## config.mk

```make
export PLATFORM = sky130hd
export DESIGN_NAME = seq_divider
export DESIGN_NICKNAME = d
export VERILOG_FILES = /design/src/rtl/seq_divider.sv
export SDC_FILE = /design/constraint.sdc
export NUM_CORES = 1
export LEC_CHECK = 0
export ABC_AREA = 1
export CELL_PAD_IN_SITES_DETAIL_PLACEMENT = 1
export CELL_PAD_IN_SITES_GLOBAL_PLACEMENT = 1
export CORE_ASPECT_RATIO = 1.5
export CORE_MARGIN = 5
export CORE_UTILIZATION = 44
export DETAILED_ROUTE_END_ITERATION = 16
export HOLD_SLACK_MARGIN = 0.05
export PLACE_DENSITY = 0.95
export SYNTH_ARGS = -nofsm -noshare
export SYNTH_HDL_FRONTEND = slang
export SYNTH_SLANG_ARGS = --single-unit
```

## constraint.sdc

```tcl
create_clock -name clk -period 6.2 [get_ports clk]
set_input_delay 0.93 -clock clk [delete_from_list [all_inputs] [get_ports clk]]
set_output_delay 0.93 -clock clk [all_outputs]
set_load 0.05 [all_outputs]
```

## src/rtl/seq_divider.sv

```systemverilog
// Multi-cycle restoring divider with Start/Ready handshake and zero-divisor flag.
// Define SIGNED_DIV_EN to add the Signed_in port for two's complement operands.
module seq_divider #(
  parameter int WIDTH = 32,
  parameter int CNT_W = $clog2(WIDTH + 1)
) (
  input  logic             clk,
  input  logic             Reset_n,
  input  logic             Start,
  input  logic [WIDTH-1:0] Dividend_in,
  input  logic [WIDTH-1:0] Divisor_in,
`ifdef SIGNED_DIV_EN
  input  logic             Signed_in,
`endif
  output logic             Busy,
  output logic             Ready,
  output logic             Div_by_zero,
  output logic [WIDTH-1:0] Quotient_out,
  output logic [WIDTH-1:0] Remainder_out
);

  typedef enum logic [1:0] {
    IDLE,
    RUN,
    DONE
  } state_e;

  state_e           state_q, state_d;
  logic [CNT_W-1:0] cnt_q, cnt_d;
  logic [WIDTH:0]   rem_q, rem_d;
  logic [WIDTH-1:0] q_q, q_d;
  logic [WIDTH-1:0] d_q, d_d;
  logic [WIDTH-1:0] quo_q, quo_d;
  logic [WIDTH-1:0] rmo_q, rmo_d;
  logic             dbz_q, dbz_d;
  logic             negq_q, negq_d;
  logic             negr_q, negr_d;

  logic             sgn;
  logic             a_neg, b_neg;
  logic [WIDTH-1:0] a_mag, b_mag;
  logic [WIDTH:0]   sh, trial, rem_nx;
  logic [WIDTH-1:0] q_sh, q_fin, r_fin;

  always_comb begin
`ifdef SIGNED_DIV_EN
    sgn = Signed_in;
`else
    sgn = 1'b0;
`endif
    a_neg = sgn & Dividend_in[WIDTH-1];
    b_neg = sgn & Divisor_in[WIDTH-1];
    a_mag = a_neg ? -Dividend_in : Dividend_in;
    b_mag = b_neg ? -Divisor_in : Divisor_in;
  end

  // One restoring step: shift {Rem,Q}, trial-subtract, keep or restore.
  always_comb begin
    sh     = {rem_q[WIDTH-1:0], q_q[WIDTH-1]};
    trial  = sh - {1'b0, d_q};
    rem_nx = trial[WIDTH] ? sh : trial;
    q_sh   = {q_q[WIDTH-2:0], ~trial[WIDTH]};
    q_fin  = negq_q ? -q_sh : q_sh;
    r_fin  = negr_q ? -rem_nx[WIDTH-1:0]
                    : rem_nx[WIDTH-1:0];
  end

  always_comb begin
    state_d = state_q;
    cnt_d   = cnt_q;
    rem_d   = rem_q;
    q_d     = q_q;
    d_d     = d_q;
    quo_d   = quo_q;
    rmo_d   = rmo_q;
    dbz_d   = dbz_q;
    negq_d  = negq_q;
    negr_d  = negr_q;
    unique case (state_q)
      RUN: begin
        rem_d = rem_nx;
        q_d   = q_sh;
        cnt_d = cnt_q - CNT_W'(1);
        if (cnt_q == CNT_W'(1)) begin
          state_d = DONE;
          quo_d   = q_fin;
          rmo_d   = r_fin;
          dbz_d   = 1'b0;
        end
      end
      IDLE, DONE: begin
        if (Start) begin
          if (Divisor_in == '0) begin
            state_d = DONE;
            quo_d   = '1;
            rmo_d   = Dividend_in;
            dbz_d   = 1'b1;
          end else begin
            state_d = RUN;
            rem_d   = '0;
            q_d     = a_mag;
            d_d     = b_mag;
            cnt_d   = CNT_W'(WIDTH);
            negq_d  = a_neg ^ b_neg;
            negr_d  = a_neg;
          end
        end
      end
      default: state_d = IDLE;
    endcase
  end

  always_ff @(posedge clk or negedge Reset_n) begin
    if (!Reset_n) begin
      state_q <= IDLE;
      cnt_q   <= '0;
      rem_q   <= '0;
      q_q     <= '0;
      d_q     <= '0;
      quo_q   <= '0;
      rmo_q   <= '0;
      dbz_q   <= 1'b0;
      negq_q  <= 1'b0;
      negr_q  <= 1'b0;
    end else begin
      state_q <= state_d;
      cnt_q   <= cnt_d;
      rem_q   <= rem_d;
      q_q     <= q_d;
      d_q     <= d_d;
      quo_q   <= quo_d;
      rmo_q   <= rmo_d;
      dbz_q   <= dbz_d;
      negq_q  <= negq_d;
      negr_q  <= negr_d;
    end
  end

  assign Busy          = (state_q == RUN);
  assign Ready         = (state_q == DONE);
  assign Div_by_zero   = dbz_q;
  assign Quotient_out  = quo_q;
  assign Remainder_out = rmo_q;

endmodule

```

### Yosys cells after proc, flatten, opt, wreduce, memory -nomap -nowiden

Index checks and enable logic that the tools add are counted.
W data, S select, Z words.

* register bits: 169
* logic and storage cells: 53

* $add $sub $neg: 2
* eq/ne operators: 7
* muxes and demuxes: 26
* bitwise logic cells: 2
* reductions and logical operators: 8

Operators with widths (number)
* $mux W32: 11
* $pmux W32 S2: 4
* $sub A33 B32 Y33: 1
* $logic_not A32 Y1: 1
* $mux W6: 2
* $pmux W6 S2: 1
* $eq A6 B1 Y1 const B: 1
* $mux W2: 3
* $ne A2 B2 Y1 const B: 3
* $reduce_and A3 Y1: 2
* $sub A6 B1 Y6 const B: 1
* $pmux W2 S2: 1
* $reduce_and A4 Y1: 1
* $mux W1: 3
* $eq A2 B1 Y1 const B: 1
* $eq A2 B2 Y1 const B: 1
* $logic_not A2 Y1: 1
* $ne A2 B1 Y1 const B: 1
* $not A1 Y1: 2
* $pmux W1 S2: 1
* $reduce_and A2 Y1: 1
* $reduce_bool A2 Y1: 1
* $reduce_or A2 Y1: 1

### Depth between registers and ports, before layout

* word-level depth: 4
* mapped depth: 19
* gate-level depth less buffers: 18

### Worst setup path before layout

OpenSTA, ideal clock, no wires.

* path type: flip-flop to output port
* from: reg state_q[0]
* to: out Ready
* arrival: 1.509 ns
* path slack: 3.761 ns
* stages on the path, launching flop included: 5
* cells stage by stage: dfrtp_1 -> buf_6 -> clkbuf_8 -> clkbuf_1 -> nor2_1

* word-level cells in the longest chain between the ends: 1

Ends and longest elaborated chain
* from (decl): line 28 `state_e state_q, state_d;`
* from (signal assigned): line 126 `state_q <= state_d;`
* $eq A2 B2 Y1: line 140 `assign Ready = (state_q == DONE);`
* to (decl): line 16 `output logic Ready,`

Every way passes these cells.

### Worst setup path after layout

* from: reg state_q[0]
* to: out Busy

* word-level cells in the longest chain between the ends: 1

Ends and longest elaborated chain
* $eq A2 B1 Y1: line 139 `assign Busy = (state_q == RUN);`
* to (decl): line 15 `output logic Busy,`

Every way passes these cells.

==> metrics.md <==
| Metric | Value |
|---|---|
| Status | `finished clean` |
| Met1 usage | `30.3%` |
| M2 GR Usage | `48.7%` |
| Area Overhead vs Synth | `18.3%` |
| Grt total ovfl | `0` |
| # DRC | `0` |
| Hpwl dp | `28.2 mm` |
| Least-Margin Pin Slew | `0.989 ns` |
| Maximum vdd drop | `0.321 mV` |
| DIE AREA | `28,200 um^2` |
| CTS tree | `built` |
| Root Driver | `clkbuf_16` |
| Area of the mapped netlist | `10,900 um^2` |
| M3 GR Usage | `4.08%` |
| RD Place Congestion | `0.911` |
| Placed cell area | `12,400 um^2` |
| Die Ht | `203 um` |
| Layout cells sized above 1 | `6.74%` |
| Power Dens Cells | `604 nW/um^2` |
| Tmin final | `3.79 ns` |
| #FFs+latches synth | `169` |
| DR vias | `10,800` |
| Async SR Flop Fraction | `100%` |
| Max-Cap Viols | `0` |
| Max-slew violation count | `0` |
| Initial antenna violation count | `0` |
| Leak | `7.31 nW` |
| Ranking of synthesized cells by area | `dfrtp_1 (39%), nand2_1 (18%), inv_1 (11%)` |
| Vias in the first global route | `11,700` |
| Most Crowded Layer GR | `met2` |
| Part of the power in registers | `24.5%` |
| Vias/cell | `5.24` |
| Distinct cell type count after synthesis | `38` |
| Pint | `3.60 mW` |
| Post-route design area | `13,000 um^2` |
| Starting density of the core | `44.8%` |
| Longest Clk Path Bufs | `2` |
| DRT Wirelength | `37.7 mm` |
| # Post-CTS Setup Buffers | `0` |
| Register area | `4230 um^2` |
| Initial drt markers | `570` |
| Critical path capture point type | `output port` |
| Setup TNS | `0 ns` |
| Clock Power Share | `13.1%` |
| Critical Path RT | `5.27 ns` |
| Hold_buf cts | `0` |
| Clock Latency Late Sink | `0.44 ns` |
| YS warnings | `0` |
| WL/cell | `18.3 um` |
| Post-synthesis cell count | `1,622` |
| First-pass GRT wire length | `60.3 mm` |
| Num ports | `134` |
| Sequential fraction of the synthesis area | `38.6%` |
| Port-buffer cells | `133` |
| Num rows | `70` |
| Worst path arrival time | `2.86 ns` |
| Crit-path max FO | `69` |
| Sw power | `4.23 mW` |
| H-tree depth | `4` |
| Num CTS Buffers | `17` |
| Post-route antenna net violation count | `0` |
| Final Hold Viols | `0` |
| Gr usage total | `26.6%` |
| Number of flops mapped to enable cells by yosys | `0` |
| Clock slew at reported path FFs | `0.06 ns` |
| Hold Path Class | `reg -> reg` |
| Drt pass-1 iters | `5` |
| # fillers | `3,173` |
| Most used DFF post-synth | `dfrtp_1` |
| Mapped Nets | `1,724` |
| Period utilization | `61.1%` |
| Syn_area_per_cell | `6.75 um^2` |
| Sw frac | `54.0%` |
| Chip width | `139 um` |
| Max_slew headroom | `34.1%` |
| RSZ-0062 raised after global routing | `false` |
| Largest net degree at the start of global routing | `101` |
| Post-CTS resize count | `0` |
| CTS Sinks | `169` |
| Clk_skew | `0.00750 ns` |
| Startpoint type of the worst setup path | `flop` |
| Area of the multi-input gates | `5100 um^2` |
| NumNets Final | `1,827` |
| Achievable Freq | `0.264 GHz` |
| Area of the core | `24,400 um^2` |
| Number of setup violations in the final report | `0` |
| Post-synth top area share | `38.6%` |
| Total power | `7.83 mW` |
| Area leader, netlist | `dfrtp_1` |
| Number of diodes | `0` |
| WS Path Type | `reg -> out` |
| Comb pwr share | `62.5%` |
-- power groups by stage --
stage | Combinational (mW) | Clock [mW] | Sequential, mW
2_1_floorplan | 2.92 | 0 | 2.36
3_3_place_gp | 4.53 | 0 | 1.89
3_5_place_dp | 4.76 | 0 | 1.91
4_1_cts | 4.89 | 1.03 | 1.91
5_1_grt | 5.36 | 1.08 | 1.95
6_report | 4.89 | 1.02 | 1.92
-- registers in the layout (all words and copies together), names as in the netlist --
signal and flops:
Div_by_zero 1, Quotient_out 32, Remainder_out 32, cnt_q 6, d_q 32, q_q 32, rem_q 32, state_q 2
-- Yosys cell counts, types with 2 or more instances --
cell      instances
a21boi_0          2
a21o_1            2
a21oi_1          27
and2_1            6
buf_2            14
buf_4             4
buf_6             4
clkbuf_1         28
clkbuf_8          3
clkinv_1          2
dfrtp_1         169
ha_1             34
inv_1           334
inv_2             5
nand2_1         522
nand2_2           8
nand2_4           2
nand3_1         135
nand3_2          23
nand4_1          13
nor2_1           85
nor2_2            7
nor3_1            8
nor4_1            2
o21ai_0         122
or2_2            32
xnor2_1           3
xor2_1           16
-- layer usage --
layer / up-vias / part of all wire (%)
li1: 5116 / -
met1: 5289 / 39
met2: 297 / 53
met3: 91 / 4.2
met4: 0 / 4.3
met5: - / 0
-- final cells by class --
cell class | instances | area share, %
multi-input combinational | 1055 | 39.4
tap | 324 | 3.13
clock buffer | 24 | 3.64
clock inverter | 7 | 0.522
inverter | 341 | 9.88
sequential | 169 | 32.7
timing repair buffer | 141 | 10.7
-- logic make-up (layout without fill, tap and decap cells) --
group                      count (synthesis)  after routing  synth area share [%]
DFF                                      169            169                  38.6
AOI/OAI and AO/OA                        157            157                  7.34
adders and majority gates                 35             35                  4.07
and+or+nand+nor                          844            844                  33.6
buffers and inverters                    398            513                  14.8
xor gates and xnor gates                  19             19                  1.52
-- cells in the final DEF, fill, tap and decap left out, drive strengths merged --
cell / n
ha: 34
xor2: 16
o21bai: 1
dfrtp: 169
a21oi: 27
nor4: 2
nand2: 532
clkdlybuf4s50: 132
a21o: 2
o31ai: 1
a31oi: 1
fa: 1
bufinv: 1
clkinv: 7
xnor2: 3
and2: 6
nor3: 9
nor2: 92
nand3: 158
inv: 340
clkbuf: 24
a21boi: 2
o22ai: 1
buf: 9
or2: 32
o21ai: 122
nand4: 13
-- per-stage QoR --
stage	hold slack, ns	cells	worst slack (ns)	util (%)
2_1_floorplan	0.453	1622	3.76	-
3_3_place_gp	0.465	2030	2.31	50.8
3_5_place_dp	0.473	2030	2.15	50.8
4_1_cts	0.489	2061	2.46	53.0
5_1_grt	0.518	2061	2.34	53.0
6_report	0.484	2061	2.41	53.0
-- path summary, 6_finish.rpt --
path,from,to,slack (ns),cells after the start
min in group asynchronous,Reset_n,Quotient_out[6],0.51,1
hold / removal,d_q[7],d_q[7],0.48,2
setup reg to reg,state_q[0],Remainder_out[19],2.85,10
setup / recovery,state_q[0],Busy,2.41,4
hold reg to reg,d_q[7],d_q[7],0.48,2
max in group asynchronous,Reset_n,Remainder_out[20],4.33,2
-- critical path, stage by stage (launching register included) --
cell and delay, ns:
dfrtp_4 0.71, inv_2 0.04, buf_4 0.32, nor2_2 0.38
clkdlybuf4s50_1 0.90
(Power assumes the default switching activity.)
